$ cat src/rtl/grid_pkg.sv
// Shared playfield definitions: cell width, cell encodings and the default
// values the clear sweep and out-of-range reads produce.
package grid_pkg;

    localparam int unsigned CELL_W = 2;

    typedef enum logic [CELL_W-1:0] {
        CELL_EMPTY = 2'd0,
        CELL_BODY  = 2'd1,
        CELL_FOOD  = 2'd2,
        CELL_WALL  = 2'd3
    } cell_t;

    // Out-of-range cells read as wall so the game logic needs no bounds check.
    localparam logic [CELL_W-1:0] OOB_VAL_DEF   = CELL_WALL;
    localparam logic [CELL_W-1:0] CLEAR_VAL_DEF = CELL_EMPTY;

    typedef enum logic {
        ST_CLEAR = 1'b0,
        ST_IDLE  = 1'b1
    } ctrl_state_t;

endpackage

$ cat src/rtl/grid_ram_ctrl_if.sv
// Game/display-facing bus of the playfield store; master is the client side,
// slave is the controller.
interface grid_ram_ctrl_if
    import grid_pkg::*;
#(
    parameter int unsigned DATA_W = CELL_W,
    parameter int unsigned X_W    = 3,
    parameter int unsigned Y_W    = 3
);
    logic              clr_req;
    logic              busy;
    logic              wr_en;
    logic [X_W-1:0]    wr_x;
    logic [Y_W-1:0]    wr_y;
    logic [DATA_W-1:0] wr_data;
    logic              wr_ack;
    logic              wr_err;
    logic              disp_rd_en;
    logic [X_W-1:0]    disp_x;
    logic [Y_W-1:0]    disp_y;
    logic [DATA_W-1:0] disp_rd_data;
    logic              disp_rd_valid;
    logic              gp_rd_req;
    logic [X_W-1:0]    gp_x;
    logic [Y_W-1:0]    gp_y;
    logic              gp_rd_pend;
    logic [DATA_W-1:0] gp_rd_data;
    logic              gp_rd_valid;

    modport master (
        output clr_req, wr_en, wr_x, wr_y, wr_data,
               disp_rd_en, disp_x, disp_y, gp_rd_req, gp_x, gp_y,
        input  busy, wr_ack, wr_err, disp_rd_data, disp_rd_valid,
               gp_rd_pend, gp_rd_data, gp_rd_valid
    );

    modport slave (
        input  clr_req, wr_en, wr_x, wr_y, wr_data,
               disp_rd_en, disp_x, disp_y, gp_rd_req, gp_x, gp_y,
        output busy, wr_ack, wr_err, disp_rd_data, disp_rd_valid,
               gp_rd_pend, gp_rd_data, gp_rd_valid
    );

endinterface

$ cat src/rtl/grid_ram_1r1w.sv
// Simple dual-port RAM: synchronous write, registered read, no array reset,
// so it maps onto a single block RAM.
module grid_ram_1r1w
    import grid_pkg::*;
#(
    parameter int unsigned DATA_W = CELL_W,
    parameter int unsigned DEPTH  = 64,
    parameter int unsigned ADDR_W = (DEPTH > 1) ? $clog2(DEPTH) : 1
) (
    input  logic              clk,
    input  logic              we,
    input  logic [ADDR_W-1:0] waddr,
    input  logic [DATA_W-1:0] wdata,
    input  logic              re,
    input  logic [ADDR_W-1:0] raddr,
    output logic [DATA_W-1:0] rdata
);

    logic [DATA_W-1:0] mem [DEPTH];

    always_ff @(posedge clk) begin
        if (we) begin
            mem[waddr] <= wdata;
        end
        if (re) begin
            rdata <= mem[raddr];
        end
    end

endmodule

$ cat src/rtl/grid_ram_ctrl.sv
// Playfield store: coordinate mapping, clear sweep, display/game read-port
// arbitration (display first) and write-to-read forwarding around one 1R1W RAM.
module grid_ram_ctrl
    import grid_pkg::*;
#(
    parameter int unsigned       DATA_W    = CELL_W,
    parameter int unsigned       GRID_W    = 8,
    parameter int unsigned       GRID_H    = 8,
    parameter int unsigned       X_W       = 3,
    parameter int unsigned       Y_W       = 3,
    parameter logic [DATA_W-1:0] CLEAR_VAL = DATA_W'(CLEAR_VAL_DEF),
    parameter logic [DATA_W-1:0] OOB_VAL   = DATA_W'(OOB_VAL_DEF)
) (
    input logic             clk,
    input logic             rst_n,
    grid_ram_ctrl_if.slave  bus
);

    localparam int unsigned DEPTH  = GRID_W * GRID_H;
    localparam int unsigned ADDR_W = (DEPTH > 1) ? $clog2(DEPTH) : 1;

    typedef logic [DATA_W-1:0] data_t;
    typedef logic [ADDR_W-1:0] addr_t;

    localparam addr_t LAST_ADDR = ADDR_W'(DEPTH - 1);

    function automatic logic in_range(input logic [X_W-1:0] x, input logic [Y_W-1:0] y);
        return (32'(x) < 32'(GRID_W)) && (32'(y) < 32'(GRID_H));
    endfunction

    function automatic addr_t to_addr(input logic [X_W-1:0] x, input logic [Y_W-1:0] y);
        return ADDR_W'(32'(y) * 32'(GRID_W) + 32'(x));
    endfunction

    ctrl_state_t state_q, state_d;
    addr_t       cnt_q, cnt_d;
    logic        busy;

    logic  ram_we, ram_re;
    addr_t ram_waddr, ram_raddr;
    data_t ram_wdata, ram_rdata;

    logic  wr_in, disp_in, gp_in;
    addr_t wr_addr, disp_addr, gp_addr_q;
    logic  wr_ok, wr_bad;
    logic  wr_ack_q, wr_err_q;

    logic  gp_pend_q, gp_pend_d, gp_accept;

    // Per reader: valid, "data comes from RAM" flag, and the non-RAM value
    // (OOB, clear value or forwarded write data).
    logic  disp_vld_d, disp_ram_d, disp_vld_q, disp_ram_q;
    data_t disp_alt_d, disp_alt_q, disp_hold_q, disp_out;
    logic  gp_vld_d, gp_ram_d, gp_vld_q, gp_ram_q;
    data_t gp_alt_d, gp_alt_q, gp_hold_q, gp_out;

    assign busy      = (state_q == ST_CLEAR);
    assign wr_in     = in_range(bus.wr_x, bus.wr_y);
    assign wr_addr   = to_addr(bus.wr_x, bus.wr_y);
    assign disp_in   = in_range(bus.disp_x, bus.disp_y);
    assign disp_addr = to_addr(bus.disp_x, bus.disp_y);
    assign gp_in     = in_range(bus.gp_x, bus.gp_y);
    assign gp_accept = bus.gp_rd_req && !gp_pend_q;

    always_comb begin
        state_d    = state_q;
        cnt_d      = cnt_q;
        ram_we     = 1'b0;
        ram_waddr  = cnt_q;
        ram_wdata  = CLEAR_VAL;
        ram_re     = 1'b0;
        ram_raddr  = disp_addr;
        wr_ok      = 1'b0;
        wr_bad     = 1'b0;
        disp_vld_d = bus.disp_rd_en;
        disp_ram_d = 1'b0;
        disp_alt_d = disp_alt_q;
        gp_pend_d  = gp_pend_q;
        gp_vld_d   = 1'b0;
        gp_ram_d   = 1'b0;
        gp_alt_d   = gp_alt_q;

        unique case (state_q)
            ST_CLEAR: begin
                ram_we = 1'b1;
                cnt_d  = cnt_q + ADDR_W'(1);
                if (cnt_q == LAST_ADDR) begin
                    state_d = ST_IDLE;
                    cnt_d   = '0;
                end
            end
            ST_IDLE: begin
                if (bus.clr_req) begin
                    state_d = ST_CLEAR;
                    cnt_d   = '0;
                end
            end
            default: state_d = ST_CLEAR;
        endcase

        if (bus.wr_en) begin
            if (!busy && wr_in) begin
                wr_ok     = 1'b1;
                ram_we    = 1'b1;
                ram_waddr = wr_addr;
                ram_wdata = bus.wr_data;
            end else begin
                wr_bad = 1'b1;
            end
        end

        // Display owns the read port whenever it strobes, even for OOB reads.
        if (bus.disp_rd_en) begin
            if (!disp_in) begin
                disp_alt_d = OOB_VAL;
            end else if (busy) begin
                disp_alt_d = CLEAR_VAL;
            end else if (ram_we && ram_waddr == disp_addr) begin
                disp_alt_d = ram_wdata;
            end else begin
                ram_re     = 1'b1;
                ram_raddr  = disp_addr;
                disp_ram_d = 1'b1;
            end
        end else if (gp_pend_q && !busy) begin
            gp_pend_d = 1'b0;
            gp_vld_d  = 1'b1;
            if (ram_we && ram_waddr == gp_addr_q) begin
                gp_alt_d = ram_wdata;
            end else begin
                ram_re    = 1'b1;
                ram_raddr = gp_addr_q;
                gp_ram_d  = 1'b1;
            end
        end

        // Accept never coincides with issue: accept needs pend low, issue needs it high.
        if (gp_accept) begin
            if (gp_in) begin
                gp_pend_d = 1'b1;
            end else begin
                gp_vld_d = 1'b1;
                gp_ram_d = 1'b0;
                gp_alt_d = OOB_VAL;
            end
        end
    end

    always_ff @(posedge clk) begin
        if (!rst_n) begin
            state_q     <= ST_CLEAR;
            cnt_q       <= '0;
            wr_ack_q    <= 1'b0;
            wr_err_q    <= 1'b0;
            gp_pend_q   <= 1'b0;
            gp_addr_q   <= '0;
            disp_vld_q  <= 1'b0;
            disp_ram_q  <= 1'b0;
            disp_alt_q  <= '0;
            disp_hold_q <= '0;
            gp_vld_q    <= 1'b0;
            gp_ram_q    <= 1'b0;
            gp_alt_q    <= '0;
            gp_hold_q   <= '0;
        end else begin
            state_q    <= state_d;
            cnt_q      <= cnt_d;
            wr_ack_q   <= wr_ok;
            wr_err_q   <= wr_bad;
            gp_pend_q  <= gp_pend_d;
            if (gp_accept && gp_in) begin
                gp_addr_q <= to_addr(bus.gp_x, bus.gp_y);
            end
            disp_vld_q <= disp_vld_d;
            disp_ram_q <= disp_ram_d;
            disp_alt_q <= disp_alt_d;
            if (disp_vld_q) begin
                disp_hold_q <= disp_out;
            end
            gp_vld_q   <= gp_vld_d;
            gp_ram_q   <= gp_ram_d;
            gp_alt_q   <= gp_alt_d;
            if (gp_vld_q) begin
                gp_hold_q <= gp_out;
            end
        end
    end

    // RAM data is only live the cycle after a read; the hold registers keep it.
    assign disp_out = disp_vld_q ? (disp_ram_q ? ram_rdata : disp_alt_q) : disp_hold_q;
    assign gp_out   = gp_vld_q   ? (gp_ram_q   ? ram_rdata : gp_alt_q)   : gp_hold_q;

    grid_ram_1r1w #(
        .DATA_W (DATA_W),
        .DEPTH  (DEPTH),
        .ADDR_W (ADDR_W)
    ) u_ram (
        .clk   (clk),
        .we    (ram_we),
        .waddr (ram_waddr),
        .wdata (ram_wdata),
        .re    (ram_re),
        .raddr (ram_raddr),
        .rdata (ram_rdata)
    );

    assign bus.busy          = busy;
    assign bus.wr_ack        = wr_ack_q;
    assign bus.wr_err        = wr_err_q;
    assign bus.disp_rd_data  = disp_out;
    assign bus.disp_rd_valid = disp_vld_q;
    assign bus.gp_rd_pend    = gp_pend_q;
    assign bus.gp_rd_data    = gp_out;
    assign bus.gp_rd_valid   = gp_vld_q;

endmodule

$ cat src/flat_wrapper.sv
// flat-port wrapper written by rule: the top's interface ports become plain ports
module grid_ram_ctrl_flat import grid_pkg::*;
#(
    parameter int unsigned       DATA_W    = CELL_W,
    parameter int unsigned       GRID_W    = 8,
    parameter int unsigned       GRID_H    = 8,
    parameter int unsigned       X_W       = 3,
    parameter int unsigned       Y_W       = 3,
    parameter logic [DATA_W-1:0] CLEAR_VAL = DATA_W'(CLEAR_VAL_DEF),
    parameter logic [DATA_W-1:0] OOB_VAL   = DATA_W'(OOB_VAL_DEF)
)
  (clk, rst_n, bus_clr_req, bus_wr_en, bus_wr_x, bus_wr_y, bus_wr_data, bus_disp_rd_en, bus_disp_x, bus_disp_y, bus_gp_rd_req, bus_gp_x, bus_gp_y, bus_busy, bus_wr_ack, bus_wr_err, bus_disp_rd_data, bus_disp_rd_valid, bus_gp_rd_pend, bus_gp_rd_data, bus_gp_rd_valid);
  grid_ram_ctrl_if #(.DATA_W(DATA_W), .X_W(X_W), .Y_W(Y_W)) bus_i ();
  input logic clk;
  input logic rst_n;
  input wire logic [$bits(bus_i.clr_req)-1:0] bus_clr_req;
  input wire logic [$bits(bus_i.wr_en)-1:0] bus_wr_en;
  input wire logic [$bits(bus_i.wr_x)-1:0] bus_wr_x;
  input wire logic [$bits(bus_i.wr_y)-1:0] bus_wr_y;
  input wire logic [$bits(bus_i.wr_data)-1:0] bus_wr_data;
  input wire logic [$bits(bus_i.disp_rd_en)-1:0] bus_disp_rd_en;
  input wire logic [$bits(bus_i.disp_x)-1:0] bus_disp_x;
  input wire logic [$bits(bus_i.disp_y)-1:0] bus_disp_y;
  input wire logic [$bits(bus_i.gp_rd_req)-1:0] bus_gp_rd_req;
  input wire logic [$bits(bus_i.gp_x)-1:0] bus_gp_x;
  input wire logic [$bits(bus_i.gp_y)-1:0] bus_gp_y;
  output wire logic [$bits(bus_i.busy)-1:0] bus_busy;
  output wire logic [$bits(bus_i.wr_ack)-1:0] bus_wr_ack;
  output wire logic [$bits(bus_i.wr_err)-1:0] bus_wr_err;
  output wire logic [$bits(bus_i.disp_rd_data)-1:0] bus_disp_rd_data;
  output wire logic [$bits(bus_i.disp_rd_valid)-1:0] bus_disp_rd_valid;
  output wire logic [$bits(bus_i.gp_rd_pend)-1:0] bus_gp_rd_pend;
  output wire logic [$bits(bus_i.gp_rd_data)-1:0] bus_gp_rd_data;
  output wire logic [$bits(bus_i.gp_rd_valid)-1:0] bus_gp_rd_valid;
  assign bus_i.clr_req = bus_clr_req;
  assign bus_i.wr_en = bus_wr_en;
  assign bus_i.wr_x = bus_wr_x;
  assign bus_i.wr_y = bus_wr_y;
  assign bus_i.wr_data = bus_wr_data;
  assign bus_i.disp_rd_en = bus_disp_rd_en;
  assign bus_i.disp_x = bus_disp_x;
  assign bus_i.disp_y = bus_disp_y;
  assign bus_i.gp_rd_req = bus_gp_rd_req;
  assign bus_i.gp_x = bus_gp_x;
  assign bus_i.gp_y = bus_gp_y;
  assign bus_busy = bus_i.busy;
  assign bus_wr_ack = bus_i.wr_ack;
  assign bus_wr_err = bus_i.wr_err;
  assign bus_disp_rd_data = bus_i.disp_rd_data;
  assign bus_disp_rd_valid = bus_i.disp_rd_valid;
  assign bus_gp_rd_pend = bus_i.gp_rd_pend;
  assign bus_gp_rd_data = bus_i.gp_rd_data;
  assign bus_gp_rd_valid = bus_i.gp_rd_valid;
  grid_ram_ctrl #(.DATA_W(DATA_W), .GRID_W(GRID_W), .GRID_H(GRID_H), .X_W(X_W), .Y_W(Y_W), .CLEAR_VAL(CLEAR_VAL), .OOB_VAL(OOB_VAL)) u_core (.clk(clk), .rst_n(rst_n), .bus(bus_i));
endmodule
$ cat config.mk
export PLATFORM = sky130hd
export DESIGN_NAME = grid_ram_ctrl_flat
export DESIGN_NICKNAME = d
export VERILOG_FILES = /design/src/rtl/grid_pkg.sv /design/src/rtl/grid_ram_ctrl_if.sv /design/src/rtl/grid_ram_1r1w.sv /design/src/rtl/grid_ram_ctrl.sv /design/src/flat_wrapper.sv
export SDC_FILE = /design/constraint.sdc
export NUM_CORES = 1
export LEC_CHECK = 0
export ABC_CLOCK_PERIOD_IN_PS = 4800
export CAP_MARGIN = 15
export CORE_MARGIN = 5
export CORE_UTILIZATION = 28
export CTS_CLUSTER_DIAMETER = 80
export DETAILED_ROUTE_END_ITERATION = 8
export MAX_ROUTING_LAYER = met4
export PLACE_DENSITY = 0.48
export REMOVE_ABC_BUFFERS = 1
export SKIP_CTS_REPAIR_TIMING = 1
export SLEW_MARGIN = 5
export SYNTH_ARGS = -nofsm -noshare
export SYNTH_HDL_FRONTEND = slang
export SYNTH_SLANG_ARGS = --single-unit
$ cat constraint.sdc
create_clock -name clk -period 4.8 [get_ports clk]
set_clock_uncertainty 0.2 [all_clocks]
set_input_delay 1.44 -clock clk [delete_from_list [all_inputs] [get_ports clk]]
set_output_delay 1.44 -clock clk [all_outputs]
set_load 0.01 [all_outputs]
Word-level counts from Yosys, hierarchy flattened. Memory sizes are Yosys's and may differ from the RTL's. A register that Yosys moved wholly into a read port is not among the register bits. Cells that the tools add are included. W data, S select, Z words.

$add $sub $neg: 4. Equal/unequal tests: 6. Mux-type cells: 34. Bitwise logic cells: 3. Reductions and logical operators: 12.

Operator list (number): $mux W6 (7); $add A6 B3 Y6 (3); $mux W1 (17); $mux W2 (8); $eq A6 B6 Y1 (2); $pmux W6 S2 (1); $reduce_and A2 Y1 (4); $add A6 B1 Y6 const B (1); $eq A6 B6 Y1 const B (1); $logic_and A1 B1 Y1 (4); $ne A2 B2 Y1 const B (2); $not A1 Y1 (3); $reduce_and A3 Y1 (1); $ne A2 B1 Y1 const B (1); $pmux W1 S2 (1); $reduce_bool A2 Y1 (1); $reduce_or A2 Y1 (1); $logic_not A1 Y1 (1).

Register bits after elaboration: 28. Memory bits (writable): 128. Input bits: 26. Logic and storage cells: 74. Memories kept: 1.

Memories: u_core.u_ram.mem (words 64, bits a word 2, rd ports 1, clocked after memory_dff 1, write ports 1, line grid_ram_1r1w.sv:19) `logic [DATA_W-1:0] mem [DEPTH];`.

Longest topological paths before layout. Gate-level depths: netlist (run 1).

Word-level depth: 8. Depth in mapped cells: 13. Depth with buffers taken out: 9.

Modules after synthesis. A second synthesis (run 1) with hierarchy kept.

Cells, all modules: 528. Area, all modules: 7111.8 um^2.

Modules (own cells, without submodules): grid_ram_1r1w (times used 1, cells an instance 324, area each 5417.7 um^2, seq. area each 3903.7 um^2); grid_ram_ctrl (times used 1, cells an instance 204, area each 1694.1 um^2, seq. area each 560.5 um^2).

Least setup slack after synthesis (run 1). OpenSTA, ideal clock, no wires.

Path type: input -> register. Start: in bus_wr_en. End: reg u_core.u_ram.rdata[0] (read register of u_core.u_ram.mem), data pin. Arrival: 4152 ps. Slack: 192 ps. Stages: 12. Buffers on the path: 3. Path through: buf_6 > a21bo_4 > a21o_1 > a222oi_1 > a31o_1 > buf_6 > mux2i_2 > buf_6 > mux2_4 > a2111oi_0 > o211ai_1 > and4_1.

Longest elaborated chain between the ends: 6.

RTL lines: start: declaration (line flat_wrapper.sv:17) `input wire logic [$bits(bus_i.wr_en)-1:0] bus_wr_en;`; $mux W6 (line grid_ram_ctrl.sv:101) `if (bus.wr_en) begin`; $eq A6 B6 Y1, on equally long branches (line grid_ram_ctrl.sv:128, grid_ram_ctrl.sv:118); $logic_and A1 B1 Y1, on equally long branches (line grid_ram_ctrl.sv:128, grid_ram_ctrl.sv:118); $mux W6, or another cell as far along (line grid_ram_ctrl.sv:128) `if (ram_we && ram_waddr == gp_addr_q) begin`; $mux W6 or $mux W1 (tied branches); $mux W6 or $mux W1 (tied branches) (line grid_ram_ctrl.sv:113) `if (bus.disp_rd_en) begin`; end: declaration (line grid_ram_1r1w.sv:16) `output logic [DATA_W-1:0] rdata`.

Parallel ways exist; a longest one is shown, timed or not. A chain may end at the register's enable or synchronous reset.

Worst setup path after layout (run 1).
Start: in bus_wr_y[2]. End: reg u_core.u_ram.rdata[0] (read register of u_core.u_ram.mem), data pin.

Longest elaborated chain between the ends: 8.

RTL lines: start: declaration (line flat_wrapper.sv:19) `input wire logic [$bits(bus_i.wr_y)-1:0] bus_wr_y;`; $add A6 B3 Y6 (*) (line grid_ram_ctrl.sv:32) `return ADDR_W'(32'(y) * 32'(GRID_W) + 32'(x));`; $mux W6 (*) (line grid_ram_ctrl.sv:102) `if (!busy && wr_in) begin`; $mux W6 (*) (line grid_ram_ctrl.sv:101); $eq A6 B6 Y1, on equally long branches (line grid_ram_ctrl.sv:128, grid_ram_ctrl.sv:118); $logic_and A1 B1 Y1, on equally long branches (line grid_ram_ctrl.sv:128, grid_ram_ctrl.sv:118); $mux W6, or another cell as far along (line grid_ram_ctrl.sv:128); $mux W6 or $mux W1 (tied branches); $mux W6 or $mux W1 (tied branches) (line grid_ram_ctrl.sv:113).

Every way passes the cells marked *; elsewhere a longest branch is shown, timed or not.

==> results.json, run 1 <==
{
  "ir_drop_mv": 0.234,
  "clk_pin_slew_ps": 70,
  "p_per_area_mw_per_mm2": 350,
  "fin_crit_ps": 4580,
  "syn_inst": 577,
  "cts_max_level": 4,
  "intPower_uw": 2420,
  "cts_buffers": 17,
  "cpMostUsedCell": "buf_4",
  "syn_to_final_growth_pct": 25.6,
  "clockRootBuffer": "clkbuf_16",
  "startpoint_type": "input pin",
  "vias": 4954,
  "rr_worst_depth": 11,
  "setup_viol": 0,
  "final_layout_size_suffix_gt1_frac": 0.212,
  "ys_types": 57,
  "gp_congestion": 0.894,
  "rsz0062_at_grt": "false",
  "drt_iter0_markers": 377,
  "finalPower_uw": 3150,
  "rows": 58,
  "numPortBuffers": 35,
  "postPlaceCellArea_mm2": 0.00829,
  "synthFlopType": "edfxtp_1",
  "yosysWarnings": 0,
  "worst_pin_slew_ps": 774,
  "pwr-share-comb": 0.072,
  "stdcell_area_mm2": 0.00898,
  "grt.overflow.total": 0,
  "relSlewSlack": 0.484,
  "drt-total-wl_mm": 19.4,
  "min_from": "u_core.gp_alt_q[1]",
  "fmaxAchievable_mhz": 218,
  "yosys_register_bits": 158,
  "antenna_found_initial": 0,
  "viasPerCell": 4.90,
  "status": "finished, final reports clean",
  "critPathSlowestCell": "clkdlybuf4s50_1",
  "seqPwrFrac": 0.473,
  "start_util": 0.284,
  "core_mm2": 0.0252,
  "dpl_worst_slack_ps": -615,
  "cts.sinks": 158,
  "grt_pass1_vias": 5157,
  "async_flop_share": 0,
  "grt_max_degree": 41,
  "cts_tree": "yes",
  "synth_edf_count": 130,
  "cp-startpoint": "bus_wr_y[2]",
  "fin_hold_ws_ps": 304,
  "worstSetupPathType": "input pin to flop",
  "ant_nets": 0,
  "dieArea_mm2": 0.0288,
  "p_clk_frac": 0.455,
  "n_antenna_cell": 0,
  "setup_tns_ps": 0,
  "min_period_over_period": 0.954,
  "ys_seq_area_frac": 0.624,
  "slew_violations": 0,
  "avgSynthCellArea_um2": 12.4,
  "final_common_cell": "edfxtp_1",
  "die_height_um": 170,
  "dp_hpwl_mm": 14.0,
  "hold_depth": 2,
  "final_cell_mix": "edfxtp_1, nor2_1, buf_4",
  "drc": 0,
  "drv_cap": 0,
  "hold_violations": 0,
  "p_sw_uw": 727,
  "r2r_start": "u_core.state_q",
  "slowest_delay_ps": 460,
  "wl_per_cell_um": 19.2,
  "syn_area_mm2": 0.00715,
  "grt_pass1_wl_mm": 30.2,
  "io_pins": 36,
  "clk_path_buf_depth": 2,
  "first_pass_iters": 5,
  "crit_arrival_ps": 4560,
  "switching_share": 0.231,
  "clkLatencyLatePin_ps": 430,
  "required_ps": 4780,
  "min_path_type": "flop to flop",
  "die_w_um": 170,
  "power.leakage_uw": 0.00302,
  "path_cells": "clkdlybuf4s50_1 > nand3_1 > a21o_1 > a222oi_1 > a31o_1 > mux2i_2 > buf_4 > mux2_2 > a2111oi_0 > buf_4 > o211ai_1 > and4_1",
  "path_max_fanout": 4,
  "layout_setup_ws_ps": 221,
  "grt_use_total": 0.143,
  "nNetsFinal": 694,
  "end_kind": "flop"
}
-- critical path: cells and delay by family --
family          cells  cell delay, ps
mux                 2             600
compound gates      5            1380
buf+inv             3             850
simple gates        2             300
-- power by group through the flow --
stage / clock [µW] / sequential, µW / combinational (µW)
5_1_grt: 1530 / 1490 / 243
4_1_cts: 1460 / 1490 / 222
3_5_place_dp: 0 / 1520 / 221
3_3_place_gp: 0 / 1520 / 220
2_1_floorplan: 0 / 1510 / 104
6_report: 1430 / 1490 / 226
-- cell families (layout without fill, tap and decap cells) --
group,count (synthesis),after routing,share of synthesized area
simple gates,216,216,0.143
flops,158,158,0.624
mux,63,63,0.0960
fa+ha+maj,1,1,0.00175
buf+inv,36,139,0.0238
xor+xnor,6,6,0.00735
compound gates,97,97,0.104
-- synth_stat cells, drive strengths merged, types with 2 or more instances --
cell type	number	area share
nor3b	14	0.015
a22oi	10	0.010
and2	7	0.0061
nand3	13	0.0098
mux2	36	0.058
mux2i	27	0.038
a32oi	2	0.0035
a2bb2oi	2	0.0024
and4	2	0.0024
nor3	7	0.0049
nor2	108	0.057
edfxtp	130	0.55
xnor2	6	0.0073
a21o	3	0.0031
or3	2	0.0017
a21bo	2	0.0037
a2111oi	8	0.0098
dfxtp	28	0.078
nor2b	14	0.012
clkbuf	15	0.0080
a221oi	9	0.011
inv	10	0.0052
a21oi	12	0.0084
o211ai	8	0.0084
o221ai	2	0.0024
nand4	4	0.0035
o21ai	14	0.0098
and3	12	0.010
buf	11	0.010
a221o	6	0.0084
a31oi	6	0.0052
nand2b	7	0.0061
a211o	2	0.0024
a31o	2	0.0024
nand2	25	0.013
-- metal layers --
metal  global-route usage  up-vias  share of wire
met1                0.186     2474           0.46
met2                0.229       92           0.49
met5                    -        -              0
met3               0.0223       31          0.027
met4               0.0480        0          0.018
li1                     -     2357              -
-- registers in the layout, indices dropped and copies added (netlist names) --
| register | count |
|---|---|
| u_core.state_q | 1 |
| u_core.bus.wr_err | 1 |
| u_core.u_ram.rdata | 2 |
| u_core.disp_hold_q | 2 |
| u_core.gp_alt_q | 2 |
| u_core.gp_ram_q | 1 |
| u_core.disp_alt_q | 2 |
| u_core.disp_ram_q | 1 |
| u_core.gp_hold_q | 2 |
| u_core.bus.gp_rd_pend | 1 |
| u_core.cnt_q | 6 |
| u_core.gp_addr_q | 6 |
| u_core.u_ram.mem | 128 |
| u_core.bus.wr_ack | 1 |
| u_core.bus.gp_rd_valid | 1 |
| u_core.bus.disp_rd_valid | 1 |
-- path summary, 6_finish.rpt --
check                                to  slack (ps)
setup / recovery  u_core.u_ram.rdata[0]         220
hold / removal       u_core.gp_alt_q[1]         300
setup reg to reg  u_core.u_ram.rdata[0]         910
hold reg to reg      u_core.gp_alt_q[1]         300
-- per-stage QoR --
step                std cells   util
floorplan                 551      -
global placement          977  0.329
detailed placement        977  0.329
CTS                      1009  0.354
global route             1010  0.357
finish                   1010  0.357
-- area by class of cell --
| class | count | area (µm²) |
|---|---|---|
| Clock buffer | 17 | 425 |
| Inverter | 10 | 37.5 |
| Fill cell | 2433 | 16200 |
| Multi-Input combinational cell | 383 | 2580 |
| Timing Repair Buffer | 97 | 856 |
| Sequential cell | 158 | 4460 |
| Tap cell | 330 | 413 |
| Clock inverter | 15 | 206 |
Power figures use the tool's default switching activity.
==> inputs of run 2 (changes only) <==
--- a/config.mk
+++ b/config.mk
@@ -10,6 +10,7 @@
 export CORE_MARGIN = 5
 export CORE_UTILIZATION = 28
 export CTS_CLUSTER_DIAMETER = 80
+export CTS_CLUSTER_SIZE = 28
 export DETAILED_ROUTE_END_ITERATION = 8
 export MAX_ROUTING_LAYER = met4
 export PLACE_DENSITY = 0.48
==> results of run 2 <==
The final DEF is identical to that of run 1; final timing and power are the same.
==> inputs of run 3 (changes only) <==
--- a/config.mk
+++ b/config.mk
@@ -7,6 +7,7 @@
 export LEC_CHECK = 0
 export ABC_CLOCK_PERIOD_IN_PS = 4800
 export CAP_MARGIN = 15
+export CORE_ASPECT_RATIO = 0.8
 export CORE_MARGIN = 5
 export CORE_UTILIZATION = 28
 export CTS_CLUSTER_DIAMETER = 80
==> run 3 against run 2 <==
- cell area is 0.54% lower
- largest cell class unchanged
- core utilization is 0.28 points lower
- clock power is 9.8% lower
- count of clock-buffer cells in the layout stayed put
- register-to-register slack better by 70 ps
- sequential power hardly changed
- critical path depth is 2 higher
- first-iteration DRC count is 19% higher
==> results.json, run 3 (synthesis gave the netlist of run 1 again) <==
{
  "final_common_cell": "edfxtp_1",
  "grt_pass1_vias": 5072,
  "clkLatencyLatePin_ps": 430,
  "grt_max_degree": 67,
  "clockRootBuffer": "clkbuf_16",
  "drv_cap": 0,
  "rows": 52,
  "cts_buffers": 17,
  "relSlewSlack": 0.482,
  "start_util": 0.283,
  "wl_per_cell_um": 19.9,
  "hold_depth": 2,
  "min_from": "u_core.gp_alt_q[1]",
  "path_cells": "clkdlybuf4s50_1 > buf_4 > a21bo_4 > a21o_1 > a222oi_1 > buf_4 > a31o_4 > mux2i_2 > buf_6 > mux2_2 > a2111oi_0 > buf_4 > o211ai_1 > and4_1",
  "worstSetupPathType": "input pin to flop",
  "clk_pin_slew_ps": 70,
  "numPortBuffers": 35,
  "worst_pin_slew_ps": 777,
  "cp_top_family": "compound AO/OA/AOI/OAI gates",
  "path_max_fanout": 8,
  "first_pass_iters": 7,
  "r2r_start": "u_core.state_q",
  "vias": 4969,
  "drt_iter0_markers": 449,
  "dieArea_mm2": 0.0289,
  "syn_to_final_growth_pct": 24.9,
  "n_antenna_cell": 0,
  "dp_hpwl_mm": 14.1,
  "rrSetupSlack_ps": 980,
  "end_kind": "flop",
  "nNetsFinal": 685,
  "cts_tree": "yes",
  "fin_crit_ps": 4770,
  "slew_violations": 0,
  "reg2reg_to": "u_core.u_ram.rdata[0]",
  "rr_worst_depth": 12,
  "critPathBufInv": 5,
  "min_to": "u_core.gp_alt_q[1]",
  "cts_max_level": 4,
  "final_layout_size_suffix_gt1_frac": 0.215,
  "layout_setup_ws_ps": 32.1,
  "fmaxAchievable_mhz": 210,
  "startpoint_type": "input pin",
  "required_ps": 4790,
  "setup_viol": 0,
  "power.leakage_uw": 0.00296,
  "antenna_found_initial": 0,
  "grt_pass1_wl_mm": 30.0,
  "drt-total-wl_mm": 19.8,
  "hold_violations": 0,
  "final_cell_mix": "edfxtp_1, nor2_1, buf_4",
  "largest_register_ffs": 128,
  "dpl_worst_slack_ps": -533,
  "io_pins": 36,
  "largestRegisters": "u_core.u_ram.mem x128, u_core.cnt_q x6, u_core.gp_addr_q x6",
  "postPlaceCellArea_mm2": 0.00823,
  "min_path_type": "flop to flop",
  "critPathSlowestCell": "a2111oi_0",
  "crit_arrival_ps": 4760,
  "fill_cells": 2466,
  "core_mm2": 0.0252,
  "gp_congestion": 0.904,
  "cpMostUsedCell": "buf_4",
  "ant_nets": 0,
  "die_height_um": 153,
  "ir_drop_mv": 0.229,
  "cts.sinks": 158,
  "fin_hold_ws_ps": 293,
  "drc": 0,
  "p_per_area_mw_per_mm2": 337,
  "clk_path_buf_depth": 2,
  "stdcell_area_mm2": 0.00893,
  "die_w_um": 189,
  "status": "finished, final reports clean",
  "grt_use_total": 0.141,
  "slowest_delay_ps": 440,
  "viasPerCell": 4.99,
  "grt.overflow.total": 0,
  "min_period_over_period": 0.993,
  "largest-register": "u_core.u_ram.mem"
}
[run 3: power by group]
part	switching, µW	internal (µW)
clock	609	680
combinational	125	107
sequential	11.6	1480
[run 3: cell type report]
type                       instances  area (µm²)  share of cell area
sequential                       158        4460               0.500
multi-input combinational        383        2650               0.297
timing repair buffer              88         818              0.0916
clock buffer                      17         425              0.0476
tap                              324         405              0.0454
clock inverter                    15         129              0.0144
inverter                          10        37.5             0.00420
[run 3: worst reg2reg max path, delay by kind of cell, from the launching register on]
family / cells / cell delay [ps]
and+or+nand+nor: 2 / 310
buffers and inverters: 3 / 640
DFF: 1 / 560
AOI/OAI and AO/OA: 5 / 1300
muxes: 2 / 570
[run 3: how the worst max path moves through the flow]
stage	from	end	slack, ps	cells after the start
2_1_floorplan	bus_wr_en	u_core.u_ram.rdata[1]	-1780	9
5_1_grt	bus_wr_en	u_core.u_ram.rdata[0]	-8	15
6_report	bus_wr_en	u_core.u_ram.rdata[0]	30	14
4_1_cts	bus_wr_en	u_core.u_ram.rdata[0]	-190	14
3_3_place_gp	bus_wr_en	u_core.u_ram.rdata[0]	-520	13
3_5_place_dp	bus_wr_en	u_core.u_ram.rdata[0]	-530	14
[run 3: layer usage]
layer / part of all wire / global-route usage / wire length [µm] / up-vias
met5: 0 / - / 0 / -
met4: 0.016 / 0.0392 / 326 / 0
met3: 0.048 / 0.0285 / 944 / 23
met2: 0.47 / 0.221 / 9270 / 126
met1: 0.47 / 0.187 / 9290 / 2488
li1: - / - / - / 2332
[run 3: metrics by stage]
stage                      util  TNS [ps]  total power (µW)  cells
after global placement    0.326      -968              1730    962
after CTS                 0.348      -215              3030    994
after detailed placement  0.326      -985              1740    962
final                     0.354         0              3010    995
after global routing      0.354     -8.28              3110    995
after floorplan               -     -3550              1620    551
